<file path="src/rtl/rv_wb_timer.sv">
// Wishbone B4 pipelined timer: prescaler, 32-bit up-counter with compare/match,
// optional auto-reload on match and a registered level interrupt.
module rv_wb_timer #(
    parameter int unsigned g_presc_width = 16
) (
    input  logic        clk_i,
    input  logic        rst_i,
    input  logic        wb_cyc_i,
    input  logic        wb_stb_i,
    input  logic        wb_we_i,
    input  logic [3:0]  wb_sel_i,
    input  logic [31:0] wb_adr_i,
    input  logic [31:0] wb_dat_i,
    output logic [31:0] wb_dat_o,
    output logic        wb_ack_o,
    output logic        wb_stall_o,
    output logic        irq_o
);

    localparam logic [g_presc_width-1:0] PCNT_ONE = 1;

    logic                     ack_q, ack_d;
    logic [31:0]              dat_q, dat_d;
    logic [2:0]               ctrl_q, ctrl_d;
    logic [g_presc_width-1:0] presc_q, presc_d;
    logic [g_presc_width-1:0] pcnt_q, pcnt_d;
    logic [31:0]              count_q, count_d;
    logic [31:0]              cmp_q, cmp_d;
    logic                     match_q, match_d;
    logic                     irq_q, irq_d;

    logic        accept, wr, tick, presc_wr, en_rise;
    logic [31:0] rdata, presc_ext, presc_full;
    logic        unused_bits;

    function automatic logic [31:0] merge_bytes(input logic [31:0] old_val,
                                                input logic [31:0] new_val,
                                                input logic [3:0]  sel);
        logic [31:0] res;
        res = old_val;
        for (int unsigned i = 0; i < 4; i++) begin
            if (sel[i]) res[8*i +: 8] = new_val[8*i +: 8];
        end
        return res;
    endfunction

    always_comb begin
        accept    = wb_cyc_i & wb_stb_i;
        wr        = accept & wb_we_i;
        tick      = ctrl_q[0] && (pcnt_q == '0);

        presc_ext = '0;
        presc_ext[g_presc_width-1:0] = presc_q;
        presc_full = merge_bytes(presc_ext, wb_dat_i, wb_sel_i);

        unique case (wb_adr_i[4:2])
            3'd0:    rdata = {29'd0, ctrl_q};
            3'd1:    rdata = presc_ext;
            3'd2:    rdata = count_q;
            3'd3:    rdata = cmp_q;
            3'd4:    rdata = {31'd0, match_q};
            default: rdata = '0;
        endcase

        ctrl_d   = ctrl_q;
        presc_d  = presc_q;
        presc_wr = 1'b0;
        en_rise  = 1'b0;
        cmp_d    = cmp_q;
        if (wr && wb_adr_i[4:2] == 3'd0 && wb_sel_i[0]) begin
            ctrl_d  = wb_dat_i[2:0];
            en_rise = ~ctrl_q[0] & wb_dat_i[0];
        end
        if (wr && wb_adr_i[4:2] == 3'd1 && wb_sel_i != 4'd0) begin
            presc_d  = presc_full[g_presc_width-1:0];
            presc_wr = 1'b1;
        end
        if (wr && wb_adr_i[4:2] == 3'd3) cmp_d = merge_bytes(cmp_q, wb_dat_i, wb_sel_i);

        // Reload (from the value being written, if any) beats the running countdown.
        pcnt_d = pcnt_q;
        if (presc_wr || en_rise)  pcnt_d = presc_d;
        else if (tick)            pcnt_d = presc_q;
        else if (ctrl_q[0])       pcnt_d = pcnt_q - PCNT_ONE;

        count_d = count_q;
        match_d = match_q;
        if (wr && wb_adr_i[4:2] == 3'd4 && wb_sel_i[0] && wb_dat_i[0]) match_d = 1'b0;
        if (tick) begin
            if (count_q == cmp_q) begin
                match_d = 1'b1;
                count_d = ctrl_q[2] ? '0 : count_q + 32'd1;
            end else begin
                count_d = count_q + 32'd1;
            end
        end
        if (wr && wb_adr_i[4:2] == 3'd2 && wb_sel_i != 4'd0)
            count_d = merge_bytes(count_q, wb_dat_i, wb_sel_i);

        ack_d = accept;
        dat_d = (accept && !wb_we_i) ? rdata : '0;
        irq_d = match_q & ctrl_q[1];

        unused_bits = ^{wb_adr_i[31:5], wb_adr_i[1:0], presc_full};
    end

    always_ff @(posedge clk_i or posedge rst_i) begin
        if (rst_i) begin
            ack_q   <= 1'b0;
            dat_q   <= '0;
            ctrl_q  <= '0;
            presc_q <= '0;
            pcnt_q  <= '0;
            count_q <= '0;
            cmp_q   <= '0;
            match_q <= 1'b0;
            irq_q   <= 1'b0;
        end else begin
            ack_q   <= ack_d;
            dat_q   <= dat_d;
            ctrl_q  <= ctrl_d;
            presc_q <= presc_d;
            pcnt_q  <= pcnt_d;
            count_q <= count_d;
            cmp_q   <= cmp_d;
            match_q <= match_d;
            irq_q   <= irq_d;
        end
    end

    // An ack whose cycle has been dropped by the initiator is swallowed.
    assign wb_ack_o   = ack_q & wb_cyc_i;
    assign wb_dat_o   = wb_ack_o ? dat_q : '0;
    assign wb_stall_o = 1'b0;
    assign irq_o      = irq_q;

endmodule

</file>
<file path="config.mk">
export PLATFORM = sky130hd
export DESIGN_NAME = rv_wb_timer
export DESIGN_NICKNAME = d
export VERILOG_FILES = /design/src/rtl/rv_wb_timer.sv
export SDC_FILE = /design/constraint.sdc
export NUM_CORES = 1
export LEC_CHECK = 0
export CORE_MARGIN = 2
export CORE_UTILIZATION = 28
export CTS_BUF_LIST = sky130_fd_sc_hd__clkbuf_8
export CTS_CLUSTER_DIAMETER = 60
export DETAILED_ROUTE_END_ITERATION = 12
export SLEW_MARGIN = 10
export SYNTH_ARGS = -nofsm -noshare
export SYNTH_HDL_FRONTEND = slang
export SYNTH_SLANG_ARGS = --single-unit
</file>
<file path="constraint.sdc">
create_clock -name clk_i -period 9.8 [get_ports clk_i]
set_input_delay 1.96 -clock clk_i [delete_from_list [all_inputs] [get_ports clk_i]]
set_output_delay 1.96 -clock clk_i [all_outputs]
set_load 0.02 [all_outputs]
</file>
Yosys cells after proc, flatten, opt, wreduce, memory -nomap -nowiden. Index checks and enable logic that the tools add are counted.

Bits in registers: 134. Input bits: 73. Output and inout bits: 35.

Add/sub/neg operators: 2. Eq/ne operators: 9. Muxes and demuxes: 22. Bitwise operators: 6. Reductions and logical operators: 27.

Operator list (count): 32-bit 2-to-1 mux (6); 32-bit one-hot mux with 5 select lines (1); 16-bit 2-to-1 mux (4); 8-bit 2-to-1 mux (6); 32-bit by 1-bit adder with 32-bit output (second input constant) (1); 32-bit equality test (1); 16-bit zero test (1); 2-bit AND reduction (8); 16-bit by 1-bit subtractor with 16-bit output (second input constant) (1); 1-bit logical AND (12); 2-bit inequality test (second input constant) (4); 3-bit by 2-bit equality test with 1-bit output (second input constant) (2); 1-bit AND (5); 1-bit 2-to-1 mux (5); 4-bit nonzero test (1); 3-bit by 1-bit equality test with 1-bit output (second input constant) (1); 3-bit equality test (second input constant) (1); 3-bit zero test (1); 3-bit nonzero test (1); 2-bit nonzero test (1); 1-bit zero test (1); 1-bit logical OR (1); 1-bit NOT (1).

Logic depth before layout (Yosys ltp). Gate-level depths: netlist (run 1).

Depth in word-level cells: 8. Depth in mapped cells: 9. Gate-level depth less buffers: 7.

Least setup slack after synthesis (run 1). No wires, ideal clock.

Path type: input-to-output. From: in wb_cyc_i. To: out wb_dat_o[10]. Arrival: 2.418 ns. Required time: 7.840 ns. Setup slack: 5.422 ns. Stages: 2. Cells stage by stage: clkbuf_1 -> and3_1.

Cells in the longest elaborated chain, start to end: 2.

RTL lines: start, declared (line 8) `input logic wb_cyc_i,`; 1-bit AND (line 132) `assign wb_ack_o = ack_q & wb_cyc_i;`; 32-bit 2-to-1 mux (line 133) `assign wb_dat_o = wb_ack_o ? dat_q : '0;`; end, declared (line 14) `output logic [31:0] wb_dat_o,`.

Every way passes these cells.

Final worst setup path (run 1).
From: in wb_cyc_i. To: out wb_dat_o[8].

The elaborated chain is that of the path after synthesis.

==> impl_results.md, run 1 <==
- Most frequent CP cell: clkdlybuf4s50_1
- First-pass GRT wire length: 34.6 mm
- Startpoint Class: input port
- Clk_lat worst skew: approximately 0.45 ns
- Detail Route Antenna Nets: 0
- Crit share post-route: between 60% and 70%
- Reg-to-Reg Start: count_q[2]
- Hold Path Depth: 1
- CTS Buf Count: 17
- FF+latch count, synth: 134
- Slew @ Worst Pin: 1.20 ns
- Worst reg2reg path depth: 7
- # clock sinks: 134
- Routability Congestion: 0.828
- Share of cells above drive strength 1: 14.7%
- Hold_sp: ctrl_q[1]
- Starting Density: 28.6%
- Failing checks: DRC
- Routed WL: ~22 mm
- RSZ-0062 raised after global routing: no
- Area grow syn2layout: 19.5%
- # Post-CTS Setup Buffers: 0
- Yosys cell types: 64
- Synthesized area: 0.00748 sq mm
- Slowest CP cell: clkdlybuf4s50_1
- Worst VDD drop: 0.0000943 V
- Die area: 0.0280 sq mm
- R2R Path End: count_q[21]
- Largest net degree at the start of global routing: 76
- I/O pins: 108
- Status: finished, violations left
- Hold Crit Class: reg2reg
- Max-slew headroom at the worst pin: 20.0%
- Core Region: approximately 0.026 sq mm
- Sequential-to-total area share from yosys stat: approximately 45%
- Clk_skew: 0.00893 ns
- Final Setup Violations: 0
- Die Width: 167 microns
- Nets: roughly 890
- Max FO, Critical Path: 36
- Initial drt markers: 509
- CP Capture Type: output pin
- Via Count: 6277
- Drt wl/cell: 19.1 microns
- Critical path class: in2out
- Net count after synthesis: roughly 840
- Fmax: ~0.17 GHz
- Number of diodes: 0
- Final hold violation count: 0
- Clock Path Buffers: 2
- Commonest non-fill, non-tap cells in the layout: 134 x dfrtp_1, 77 x clkdlybuf4s50_1, 63 x nor2_1
- Static Leak: between 3 and 4 nW
- CTS Hold Bufs: 0
- WP buf/inv: 2
- Ordered cell list for the critical path: clkdlybuf4s50_1 -> and3_1 -> clkdlybuf4s50_1
- CTS H-tree lvls: 4
- GRT Util Overall: 16.0%
- Post-synth EDFFs: 0
- CP arrival: 3.96 ns
- Vias in the first global route: approximately 5900
- Most common cell after layout, fill and taps aside: dfrtp_1
- Clk slew on worst S/H paths: 0.08 ns
- Main flop type after synthesis: dfrtp_1
- DPL Wire Length: between 15 and 20 mm
- Initial antenna violation count: 0
- Filler instances: between 2000 and 3000
- Vias per cell: about 5.4
- MaxCap Viol Count: 0
- Final Max Slew Viols: 0
- CTS tree: built
- Mean Syn Cell Area: 9.76 sq um
- CP max stage delay: 1.10 ns
- End of the worst hold path: ctrl_q[1]
- Port Buffer Count: 77
- Synth Instances: 766
- Cell Rows: between 50 and 60
- Crit path max-delay family: buffers and inverters
- Cts repair resizes: 0
- Grt ovf: 0
- Die H: 167 microns
- First-pass DRT Iterations: 9
- Ranking of synthesized cells by area: dfrtp_1 45%, mux2_2 8.4%, a22oi_1 5.6%
- Post-synth top area cell: dfrtp_1
- Post-layout min period: 5.92 ns
- DRC errors left: 8
- Post-synth top area share: 44.8%
- Final design utilization: 34.2%
- Clk root buf: clkbuf_8
- Share of flip-flops with an asynchronous set or reset: 100%
- Setup TNS: 0 ns
- PD cells: 178 mW/mm^2
- YS warnings: 0
- Critical Path RT: 7.84 ns
- Reg-to-reg slack, setup: 6.73 ns
-- report_power, final --
group | switching, W | leakage, nW | internal (W)
sequential | 0.0000891 | 1.71 | 0.000622
combinational | 0.000221 | 1.75 | 0.000182
clock | 0.000228 | 0.193 | 0.000245
-- worst register-to-register path: cells and delay by family, from the launching register on --
family / cells / cell delay, ns
AO/OA/AOI/OAI: 2 / 0.47
XOR/XNOR: 1 / 0.37
buffers and inverters: 1 / 0.32
flip-flops: 1 / 0.49
AND/OR/NAND/NOR: 3 / 1.28
-- layout make-up --
class                      instances  area [sq um]  area share, %
timing repair buffer              84           823           9.21
multi-input combinational        561          3860           43.2
inverter                          21          83.8          0.938
sequential                       134          3350           37.5
tap                              335           419           4.69
clock buffer                      20           275           3.08
clock inverter                    12           126           1.41
-- cells in the mapped netlist, types with 6 or more instances --
master,n
nor3_1,15
nand4_1,22
nand3_1,42
nor2b_1,7
clkbuf_1,39
and3_1,49
nand2_1,46
nor2_1,63
and2_1,6
inv_1,21
a21oi_1,34
xnor2_1,37
o21ai_0,33
dfrtp_1,134
o221ai_1,9
a22oi_1,56
mux2_2,56
-- registers in the layout, indices dropped and copies added, names as in the netlist --
signal   count
cmp_q       32
count_q     32
dat_q       32
pcnt_q      16
presc_q     16
ctrl_q       3
ack_q        1
irq_o        1
match_q      1
-- worst max path at each step --
stage                  start          end  depth (start not counted)
floorplan              rst_i        ack_q                          1
global placement    wb_cyc_i  wb_dat_o[9]                          3
detailed placement  wb_cyc_i  wb_dat_o[8]                          3
CTS                 wb_cyc_i  wb_dat_o[8]                          3
global route        wb_cyc_i  wb_dat_o[2]                          3
finish              wb_cyc_i  wb_dat_o[8]                          3
-- per-stage QoR --
step	std cells	hold WS [ns]	worst slack (ns)	cell area [sq um]	total power [W]
after floorplan	766	0.467	4.26	7480	0.000995
after global placement	1135	0.513	3.80	8540	0.00111
after detailed placement	1135	0.514	3.79	8540	0.00112
after CTS	1167	0.543	3.78	8940	0.00159
after global routing	1167	0.567	3.68	8940	0.00167
final	1167	0.546	3.88	8940	0.00159
-- routing by layer --
metal  routed length (microns)  GRT usage [%]  vias to the layer above
li1                          -              -                     2928
met1                     10200           22.7                     3109
met2                     10000           23.9                      206
met3                      1430           3.45                       34
met4                       608           6.31                        0
met5                         0              0                        -
-- kinds of logic after synthesis --
group                    share of synthesized area, %
AND/OR/NAND/NOR                                  21.6
AO/OA/AOI/OAI                                    15.3
flip-flops                                       44.8
buffers and inverters                            3.81
multiplexers                                     9.17
XOR/XNOR                                         4.92
adder cells (fa/ha/maj)                         0.335
other                                          0.0501
(Power assumes the default switching activity.)
==> run 2: changes to the inputs <==
- clock period: 9.8 -> 4.85 ns (I/O delays scaled with it)
==> run 2 against run 1 <==
- the run still ends with DRC left
- final cell count grew 0.51%
- final area grew 0.49%
- non-clock buffer count increased by 6
- total power increased by 100%
- first-iteration DRC count grew 12%
- combinational power rose by 100%
- worst setup slack worse by 2.6 ns
- sequential share of layout area decreased by 0.18 points
- via count up 1.4%
- highest routed layer unchanged
==> impl_results.md, run 2 (synthesis results as in run 1) <==
- # clock sinks: 134
- Most common cell after layout, fill and taps aside: dfrtp_1
- CTS Buf Count: 17
- Port Buffer Count: 77
- Failing checks: DRC
- CTS H-tree lvls: 4
- Vias in the first global route: 6080
- Startpoint Class: input port
- Cts repair resizes: 0
- Worst VDD drop: 0.000180 V
- # placed instances: between 1000 and 1500
- Core Region: 0.0261 sq mm
- Nets: 900
- Drt wl/cell: 19.4 microns
- Final Max Slew Viols: 0
- Met1 usage: 23.4%
- Hold Crit Class: reg2reg
- Final hold violation count: 0
- Routed WL: 22.7 mm
- Post-layout min period: about 3.6 ns
- Cell Rows: 59
- Slew @ Worst Pin: 0.912 ns
- Critical path class: in2out
- Non-Filler Instances: 1173
- Grt ovf: 0
- RSZ-0062 raised after global routing: no
- Clock Path Buffers: 2
- Via Count: about 6400
- First-pass DRT Iterations: 9
- Clk slew on worst S/H paths: about 0.080 ns
- DPL Wire Length: 16.2 mm
- Clk_skew: about 0.013 ns
- # Post-CTS Setup Buffers: 0
- Max FO, Critical Path: 18
- Max-slew headroom at the worst pin: between 30% and 40%
- Starting Density: 28.6%
- Number of diodes: 0
- Top Registers: cmp_q: 32 flops, count_q: 32 flops, dat_q: 32 flops
- GRT Util Overall: 16.5%
- Final hold slack: 0.539 ns
- Share of cells above drive strength 1: 15.3%
- CTS Hold Bufs: 0
- Setup TNS: 0 ns
- PD cells: 361 mW/mm^2
- Die Width: approximately 170 microns
- Commonest non-fill, non-tap cells in the layout: 134 x dfrtp_1, 77 x clkdlybuf4s50_1, 63 x nor2_1
- Die H: 167 microns
- Largest net degree at the start of global routing: 77
- Initial antenna violation count: 0
- Met3 Track Usage GR: around 2.8%
- Routability Congestion: between 0.8 and 0.9
- CP Capture Type: output pin
- Area grow syn2layout: 20.1%
- Initial drt markers: roughly 570
- DRC errors left: 8
- Crit share post-route: between 70% and 80%
- GR Util met2: 25.2%
- I/O pins: ~110
- CP arrival: 2.64 ns
- Clk_lat worst skew: 0.46 ns
- Vias per cell: 5.43
- Final design utilization: about a third
- Static Leak: 3.68 nW
- CTS tree: built
- Final Setup Violations: 0
- GRT Max-Usage Layer: met2
- Fmax: 0.277 GHz
- Critical Path RT: 3.88 ns
- MaxCap Viol Count: 0
- Die area: 0.0280 sq mm
- Total power: about 0.0032 W
- Status: finished, violations left
- Detail Route Antenna Nets: 0
- First-pass GRT wire length: 35.6 mm
- Clk root buf: clkbuf_8
[run 2: final timing paths]
path                               endpoint  slack (ns)       from  depth (start not counted)
worst min register to register        irq_o        0.54  ctrl_q[1]                          1
worst max register to register  count_q[24]        1.98  pcnt_q[4]                          6
worst max-delay path            wb_dat_o[9]        1.24   wb_cyc_i                          4
min in group asynchronous         dat_q[30]        1.00      rst_i                          2
max in group asynchronous          dat_q[5]        2.93      rst_i                          3
worst min-delay path                  irq_o        0.54  ctrl_q[1]                          1
[run 2: area by class of cell]
class | count | area [sq um]
clock buffer | 17 | 234
clock inverter | 15 | 178
fill | 2642 | 17100
inverter | 21 | 83.8
multi-input combinational | 561 | 3850
sequential | 134 | 3350
tap | 335 | 419
timing repair buffer | 90 | 868
[run 2: critical path, cell delays in order]
cell             delay [ns]
clkdlybuf4s50_1        0.61
buf_4                  0.26
and3_1                 0.18
clkdlybuf4s50_1        0.62
[run 2: metal layers]
| metal | vias up | wire, microns | part of all wire (%) |
|---|---|---|---|
| met5 | - | 0 | 0 |
| met4 | 0 | 534 | 2.3 |
| met3 | 38 | 1390 | 6.1 |
| met2 | 233 | 10300 | 45 |
| met1 | 3163 | 10500 | 46 |
| li1 | 2932 | - | - |
[run 2: per-stage QoR]
step,setup WS (ns),instance area [sq um]
finish,1.24,8980
global route,1.13,8980
CTS,1.18,8980
detailed placement,0.898,8570
global placement,0.970,8570
floorplan,0.297,7480
[run 2: power breakdown]
group,internal [W],total [W],switching [W]
registers,0.00126,0.00144,0.000187
clock network,0.000509,0.000984,0.000475
logic,0.000369,0.000819,0.000450
